==> src/rtl/uart_tx_fifo.sv <==
// UART transmitter fed by a power-of-two byte FIFO with a valid/ready write port.
// Define UART_TX_PARITY_EN to insert a parity bit after the data bits (even, or odd with PARITY_ODD=1).
module uart_tx_fifo #(
    parameter int CLK_HZ     = 50_000_000,
    parameter int BAUD       = 115200,
    parameter int DATA_BITS  = 8,
    parameter int STOP_BITS  = 1,
    parameter int DEPTH      = 8,
    parameter int PARITY_ODD = 0
) (
    input  logic                     clk,
    input  logic                     rst,
    input  logic [DATA_BITS-1:0]     in_data,
    input  logic                     in_valid,
    output logic                     in_ready,
    output logic                     tx,
    output logic                     busy,
    output logic [$clog2(DEPTH):0]   fifo_count
);

    localparam int DIV  = CLK_HZ / BAUD;
    localparam int CW   = (DIV > 1) ? $clog2(DIV) : 1;
    localparam int PW   = $clog2(DEPTH);
    localparam int CNTW = PW + 1;

    generate
        if (DIV < 2 || DATA_BITS < 5 || DATA_BITS > 8 || (STOP_BITS != 1 && STOP_BITS != 2) ||
            DEPTH < 2 || (DEPTH & (DEPTH - 1)) != 0 || (PARITY_ODD != 0 && PARITY_ODD != 1)) begin : g_bad_params
            $error("uart_tx_fifo: illegal parameter combination");
        end
    endgenerate

    typedef enum logic [2:0] {
        S_IDLE   = 3'd0,
        S_START  = 3'd1,
        S_DATA   = 3'd2,
`ifdef UART_TX_PARITY_EN
        S_PARITY = 3'd3,
`endif
        S_STOP   = 3'd4
    } state_t;

    logic [DATA_BITS-1:0] mem [DEPTH];
    logic [PW-1:0]        wr_ptr, rd_ptr;
    logic                 push, pop;

    state_t               state, state_next;
    logic [CW-1:0]        baud_cnt, cnt_next;
    logic [2:0]           bit_idx, idx_next;
    logic [DATA_BITS-1:0] payload;
    logic                 tx_next, busy_next;
    logic                 baud_done;

    // Full is the only thing that blocks a write; a same-cycle pop never frees a slot early.
    assign in_ready  = (fifo_count != CNTW'(DEPTH));
    assign push      = in_valid & in_ready;
    assign baud_done = (baud_cnt == CW'(DIV - 1));

    always_ff @(posedge clk) begin
        if (push)
            mem[wr_ptr] <= in_data;
    end

    always_ff @(posedge clk) begin
        if (rst) begin
            wr_ptr     <= '0;
            rd_ptr     <= '0;
            fifo_count <= '0;
        end else begin
            if (push)
                wr_ptr <= wr_ptr + 1'b1;
            if (pop)
                rd_ptr <= rd_ptr + 1'b1;
            case ({push, pop})
                2'b10:   fifo_count <= fifo_count + 1'b1;
                2'b01:   fifo_count <= fifo_count - 1'b1;
                default: fifo_count <= fifo_count;
            endcase
        end
    end

    always_ff @(posedge clk) begin
        if (rst) begin
            state    <= S_IDLE;
            baud_cnt <= '0;
            bit_idx  <= '0;
            payload  <= '0;
            tx       <= 1'b1;
            busy     <= 1'b0;
        end else begin
            state    <= state_next;
            baud_cnt <= cnt_next;
            bit_idx  <= idx_next;
            if (pop)
                payload <= mem[rd_ptr];
            tx       <= tx_next;
            busy     <= busy_next;
        end
    end

    // Every state lasts DIV cycles; bit_idx walks data bits in DATA and stop bits in STOP.
    always_comb begin
        state_next = state;
        cnt_next   = baud_done ? '0 : baud_cnt + 1'b1;
        idx_next   = bit_idx;
        pop        = 1'b0;
        case (state)
            S_IDLE: begin
                cnt_next = '0;
                idx_next = '0;
                if (fifo_count != '0) begin
                    pop        = 1'b1;
                    state_next = S_START;
                end
            end
            S_START: begin
                if (baud_done) begin
                    idx_next   = '0;
                    state_next = S_DATA;
                end
            end
            S_DATA: begin
                if (baud_done) begin
                    if (bit_idx == 3'(DATA_BITS - 1)) begin
                        idx_next = '0;
`ifdef UART_TX_PARITY_EN
                        state_next = S_PARITY;
`else
                        state_next = S_STOP;
`endif
                    end else begin
                        idx_next = bit_idx + 1'b1;
                    end
                end
            end
`ifdef UART_TX_PARITY_EN
            S_PARITY: begin
                if (baud_done)
                    state_next = S_STOP;
            end
`endif
            S_STOP: begin
                if (baud_done) begin
                    if (bit_idx == 3'(STOP_BITS - 1)) begin
                        idx_next = '0;
                        if (fifo_count != '0) begin
                            pop        = 1'b1;
                            state_next = S_START;
                        end else begin
                            state_next = S_IDLE;
                        end
                    end else begin
                        idx_next = bit_idx + 1'b1;
                    end
                end
            end
            default: begin
                state_next = S_IDLE;
                cnt_next   = '0;
                idx_next   = '0;
            end
        endcase
    end

    // tx and busy are registered, so they are decoded from where the FSM is heading.
    always_comb begin
        tx_next   = 1'b1;
        busy_next = 1'b1;
        case (state_next)
            S_IDLE:   busy_next = 1'b0;
            S_START:  tx_next   = 1'b0;
            S_DATA:   tx_next   = payload[idx_next];
`ifdef UART_TX_PARITY_EN
            S_PARITY: tx_next   = (^payload) ^ (PARITY_ODD != 0);
`endif
            S_STOP:   tx_next   = 1'b1;
            default:  busy_next = 1'b0;
        endcase
    end

endmodule

==> config.mk <==
export PLATFORM = sky130hd
export DESIGN_NAME = uart_tx_fifo
export DESIGN_NICKNAME = d
export VERILOG_FILES = /design/src/rtl/uart_tx_fifo.sv
export SDC_FILE = /design/constraint.sdc
export NUM_CORES = 1
export LEC_CHECK = 0
export BUFFER_PORTS_ARGS = -buffer_cell sky130_fd_sc_hd__buf_4
export CAP_MARGIN = 15
export CORE_MARGIN = 2
export CORE_UTILIZATION = 35
export CTS_BUF_LIST = sky130_fd_sc_hd__clkbuf_2
export DETAILED_ROUTE_END_ITERATION = 6
export PLACE_DENSITY_LB_ADDON = 0.05
export SLEW_MARGIN = 10
export SYNTH_ARGS = -nofsm -noshare
export SYNTH_HDL_FRONTEND = slang
export SYNTH_SLANG_ARGS = --single-unit
==> constraint.sdc <==
create_clock -name clk -period 2.8 [get_ports clk]
set_input_delay 0.14 -clock clk [delete_from_list [all_inputs] [get_ports clk]]
set_output_delay 0.14 -clock clk [all_outputs]
set_load 0.05 [all_outputs]
## Yosys cells after proc, flatten, opt, wreduce, memory -nomap -nowiden

Memories as Yosys holds them, arrays and structs flattened. A register that Yosys moved wholly into a read port is not among the register bits.
Cells that the tools add are included.

| storage, ports and cells | value |
|---|---|
| register bits after elaboration | 27 |
| RAM bits | 64 |
| input bits | 11 |
| output and inout bits | 7 |
| word-level logic and storage cells | 61 |
| memories kept | 1 |

| operators by class | value |
|---|---|
| add/sub/neg operators | 6 |
| order comparisons | 1 |
| equality and inequality tests | 11 |
| multiplexer cells | 25 |
| bitwise operators | 2 |
| reductions and logical operators | 7 |

Memory list:

| memory | words | bits a word | read ports | clocked after memory_dff | wr ports | RTL line | source |
|---|---|---|---|---|---|---|---|
| mem | 8 | 8 | 1 | 1 | 1 | 43 | `logic [DATA_BITS-1:0] mem [DEPTH];` |

Operator list:

| operator | count |
|---|---|
| $mux W3 | 11 |
| $pmux W3 S4 | 1 |
| $add A3 B1 Y3 const B | 3 |
| $add A9 B1 Y9 const B | 1 |
| $eq A3 B3 Y1 const B | 3 |
| $eq A9 B9 Y1 const B | 1 |
| $pmux W3 S3 | 1 |
| $reduce_or A3 Y1 | 3 |
| $mux W1 | 8 |
| $pmux W4 S2 | 1 |
| $eq A3 B1 Y1 const B | 2 |
| $eq A3 B2 Y1 const B | 2 |
| $logic_not A3 Y1 | 2 |
| $add A4 B1 Y4 const B | 1 |
| $lt A3 B4 Y1 const B | 1 |
| $ne A4 B4 Y1 const B | 1 |
| $pmux W1 S2 | 2 |
| $reduce_bool A4 Y1 | 1 |
| $sub A4 B1 Y4 const B | 1 |
| $bmux W1 S3 | 1 |
| $eq A2 B1 Y1 const B | 1 |
| $eq A2 B2 Y1 const B | 1 |
| $reduce_bool A2 Y1 | 1 |
| $and A1 B1 Y1 | 1 |
| $not A1 Y1 | 1 |

## Longest topological paths before layout

| logic depth | value |
|---|---|
| word-level depth | 8 |
| depth in mapped cells | 14 |
| mapped depth without buffers | 12 |

## Worst setup path before layout

No wires, ideal clock.

| timing path | value |
|---|---|
| path kind | register -> register |
| start point | register fifo_count[0] |
| end point | register fifo_count[3] |
| arrival time | 2.871 ns |
| slack | -0.142 ns |
| cell stages (with the launch flop) | 11 |
| buffers on the path | 0 |
| cell sequence | dfxtp_1 -> nor3_1 -> nand2_1 -> nand2_1 -> ha_1 -> ha_1 -> a21o_1 -> a21oi_1 -> xnor2_1 -> or3_1 -> a21oi_1 |

RTL lines:

| element | RTL line | source |
|---|---|---|
| start: declaration | 18 | `output logic [$clog2(DEPTH):0] fifo_count` |
| start signal: assignment | 75 | `2'b10: fifo_count <= fifo_count + 1'b1;` |
| start signal: assignment | 76 | `2'b01: fifo_count <= fifo_count - 1'b1;` |
| start signal: assignment | 77 | `default: fifo_count <= fifo_count;` |
| $ne A4 B4 Y1 (*) | 55 | `assign in_ready = (fifo_count != CNTW'(DEPTH));` |
| via in_ready | 15 | `output logic in_ready,` |
| $and A1 B1 Y1 (*) | 56 | `assign push = in_valid & in_ready;` |
| $eq A2 B1 Y1 / $eq A2 B2 Y1 (equally long branches) | 74 | `case ({push, pop})` |
| $pmux W4 S2 / $reduce_bool A2 Y1 (equally long branches) | - |  |

Mark *: on every way through the listed nets, which the timed path passes. The rest lies on a longest branch.
A chain may end at the register's enable or synchronous reset.

## Worst setup path in the final report

| timing path | value |
|---|---|
| start point | register bit_idx[1] |
| end point | register fifo_count[3] |

| on the way | value |
|---|---|
| cells in the longest elaborated chain, start to end | 6 |

Ends and longest elaborated chain:

| element | RTL line | source |
|---|---|---|
| start: declaration | 49 | `logic [2:0] bit_idx, idx_next;` |
| start signal: assignment | 93 | `bit_idx <= idx_next;` |
| $logic_not A3 Y1 (*) | 144 | `if (bit_idx == 3'(STOP_BITS - 1)) begin` |
| $mux W1 (*) | 144 |  |
| $mux W1 (*) | 143 | `if (baud_done) begin` |
| $pmux W1 S2 (*) | 107 | `case (state)` |
| $eq A2 B1 Y1 / $eq A2 B2 Y1 (equally long branches) | 74 |  |
| $pmux W4 S2 / $reduce_bool A2 Y1 (equally long branches) | - |  |

Every way passes the cells marked *; elsewhere a longest branch is shown, timed or not.

==> results.yml <==
grt:
  grt_pass1_wl_mm: 14.12
  grt_pass1_vias: 2576
  antenna_found_initial: 0
  grt_use_total: 0.1447
  overflow: 0
  grt_max_degree: 27
synth:
  synth_cells: 314
  synth_cell_types: 50
  ys.flop_type: "edfxtp_1"
  seq_area_frac_synth: 0.6088
  syn_nets: 336
  ys.warnings.count: 0
  yosysMostFrequentCell: "edfxtp_1"
  synth_area_leaders: "edfxtp_1 45%, dfxtp_1 16%, mux4_2 8.4%"
  ys_ff_latch: 99
  synthArstFlopShare: 0
  synth_common_cells: "64 x edfxtp_1, 38 x nor2_1, 35 x dfxtp_1, 16 x mux4_2, 12 x xor2_1"
  synthesis.area_um2: 4308
  syn_avg_cell_area_um2: 13.72
  synth_edf_count: 64
  synth_top_cell_by_area: "edfxtp_1"
  yosysTopAreaCellShare: 0.4461
critical_path:
  cp-end-kind: "flip-flop"
  critPathRequiredTime_ns: 3.33
  critPathKind: "flip-flop to flip-flop"
  path_max_fanout: 4
  cp-start-kind: "flip-flop"
  arrival_ns: 3.12
layout:
  utilization: 0.4073
  finalNetCount: 376
  final.fill_count: 1137
  num_antenna_cells: 0
  design_area_um2: 4892
  drive_above_1_share: 0.2256
  areaGrowthSynthToFinish_pct: 13.56
run_status:
  status: "complete, no violations"
die:
  rows: 40
  die_w_um: 114.9
  core_area_um2: 12010
  die_h_um: 114.9
  die_area_um2: 13210
  pin_count: 18
  initial_utilization: 0.3586
route:
  ant_nets: 0
  wl_mm: 8.562
  drt_iter0_markers: 135
  viasPerCell: 5.038
  remaining_drc_errors: 0
  via_count: 2549
  wl_per_cell_um: 16.92
  firstDrtPassIters: 4
clock_tree:
  cts_buffers: 9
  clk_latency_ns: 0.59
  htree_levels: 3
  cts_tree: "done"
  cts_buffer_depth: 2
  cts-root-buf: "clkbuf_2"
  cts_sinks: 99
  clk_pin_slew_ns: 0.26
sta:
  relSlewSlack: 0.6081
  drv_slew: 0
  grt_setup_unrepaired: "no"
  fin_tns_setup_ns: 0
  hold_viol_final: 0
  finalClockSkew_ns: 0.02608
  tightest_slew_ns: 0.5871
  finalCritPeriodShare: 0.9244
  fmax_ghz: 0.3864
  fin_crit_ns: 2.588
  setup_viol_count_final: 0
  fin_ws_ns: 0.2117
power:
  ir_drop_mv: 0.4791
  p_leak_nw: 1.669
  power.density_nw_per_um2: 780.9
place:
  dpl_cell_area_um2: 4676
  routabilityCongestion: 0.8019
  port_buffers: 17
  pre_cts_slack_ns: 0.1862
  dp_hpwl_mm: 5.616
min_path:
  hp-class: "input port to flip-flop"
job:
  max-cap-violations: 0
## repair_timing
action                                  4_1_cts  5_1_grt
endpoints found under the setup margin        0        1
hold endpoints to repair                     88        0
hold buffers                                 11        0
buffers inserted                              0        1
gates resized for setup                       0        4
## power breakdown
part / switching, mW / internal (mW)
Clock: 0.474 / 0.132
Sequential: 0.112 / 1.74
Combinational: 0.776 / 0.582
## worst paths after layout
| kind | cells after the start | endpoint | slack [ns] | from |
|---|---|---|---|---|
| max | 12 | fifo_count[3] | 0.21 | bit_idx[1] |
| min | 2 | mem[4][6] | 0.31 | in_data[6] |
| max reg2reg | 12 | fifo_count[3] | 0.21 | bit_idx[1] |
| min reg2reg | 2 | payload[5] | 0.52 | payload[5] |
## per-layer routing
metal	GRT usage	wire length, um
met5	0	0
met4	0.03855	98
met3	0.04744	254
met2	0.2286	4105
met1	0.1929	4104
## critical path, stage by stage, from the launching register on
cell,delay (ns)
dfxtp_2,0.39
inv_1,0.11
ha_1,0.16
nor2b_2,0.20
nand3_1,0.15
a21oi_2,0.17
ha_2,0.22
ha_1,0.23
a21o_1,0.18
a21oi_1,0.17
xnor2_1,0.10
or3_1,0.31
a21oi_1,0.14
## cell families after synthesis
family | count (synthesis) | share of synthesized area
adders and majority gates | 11 | 0.03369
DFF | 99 | 0.6088
xor gates and xnor gates | 16 | 0.03253
and+or+nand+nor | 92 | 0.1078
muxes | 26 | 0.1072
buffers and inverters | 24 | 0.02498
AOI/OAI and AO/OA | 46 | 0.08510
## through the flow
step	std cells	total power [mW]	hold slack, ns
2_1_floorplan	314	2.871	0.2389
3_3_place_gp	478	3.231	0.3798
3_5_place_dp	478	3.235	0.3805
4_1_cts	505	3.874	0.2388
5_1_grt	506	4.105	0.2133
6_report	506	3.820	0.3119
## cell usage in the layout, fill, tap and decap left out, types with 3 or more instances in the layout
| master | synthesis | final |
|---|---|---|
| nand4_1 | 8 | 8 |
| ha_1 | 10 | 9 |
| a21oi_1 | 11 | 10 |
| xor2_1 | 12 | 12 |
| nand2b_1 | 5 | 5 |
| nand3_1 | 6 | 6 |
| a211oi_1 | 9 | 9 |
| o21ai_0 | 3 | 3 |
| o211ai_1 | 3 | 3 |
| edfxtp_1 | 64 | 64 |
| xnor2_1 | 4 | 4 |
| o31ai_1 | 4 | 4 |
| dfxtp_2 | 0 | 3 |
| mux4_2 | 16 | 16 |
| dfxtp_1 | 35 | 32 |
| nor3_1 | 8 | 8 |
| mux2i_1 | 9 | 9 |
| dlygate4sd3_1 | 0 | 11 |
| or3_1 | 3 | 3 |
| clkbuf_2 | 0 | 11 |
| inv_1 | 8 | 8 |
| nor2_1 | 38 | 38 |
| nand2_1 | 9 | 8 |
| buf_4 | 0 | 34 |
## registers in the layout (all words and copies together) (netlist names)
| name | count |
|---|---|
| bit_idx | 3 |
| mem | 64 |
| busy | 1 |
| tx | 1 |
| wr_ptr | 3 |
| rd_ptr | 3 |
| state | 3 |
| payload | 8 |
| fifo_count | 4 |
| baud_cnt | 9 |
## layout make-up
cell class,instances,area [um2],area share
well taps,147,183.9,0.03760
flip-flops and latches,99,2626,0.5368
clock buffers,11,55.05,0.01125
inverters,8,30.03,0.006138
repair buffers,45,365.4,0.07468
clock inverters,5,36.28,0.007417
multi-input cells,191,1595,0.3261
Power figures use the tool's default switching activity.
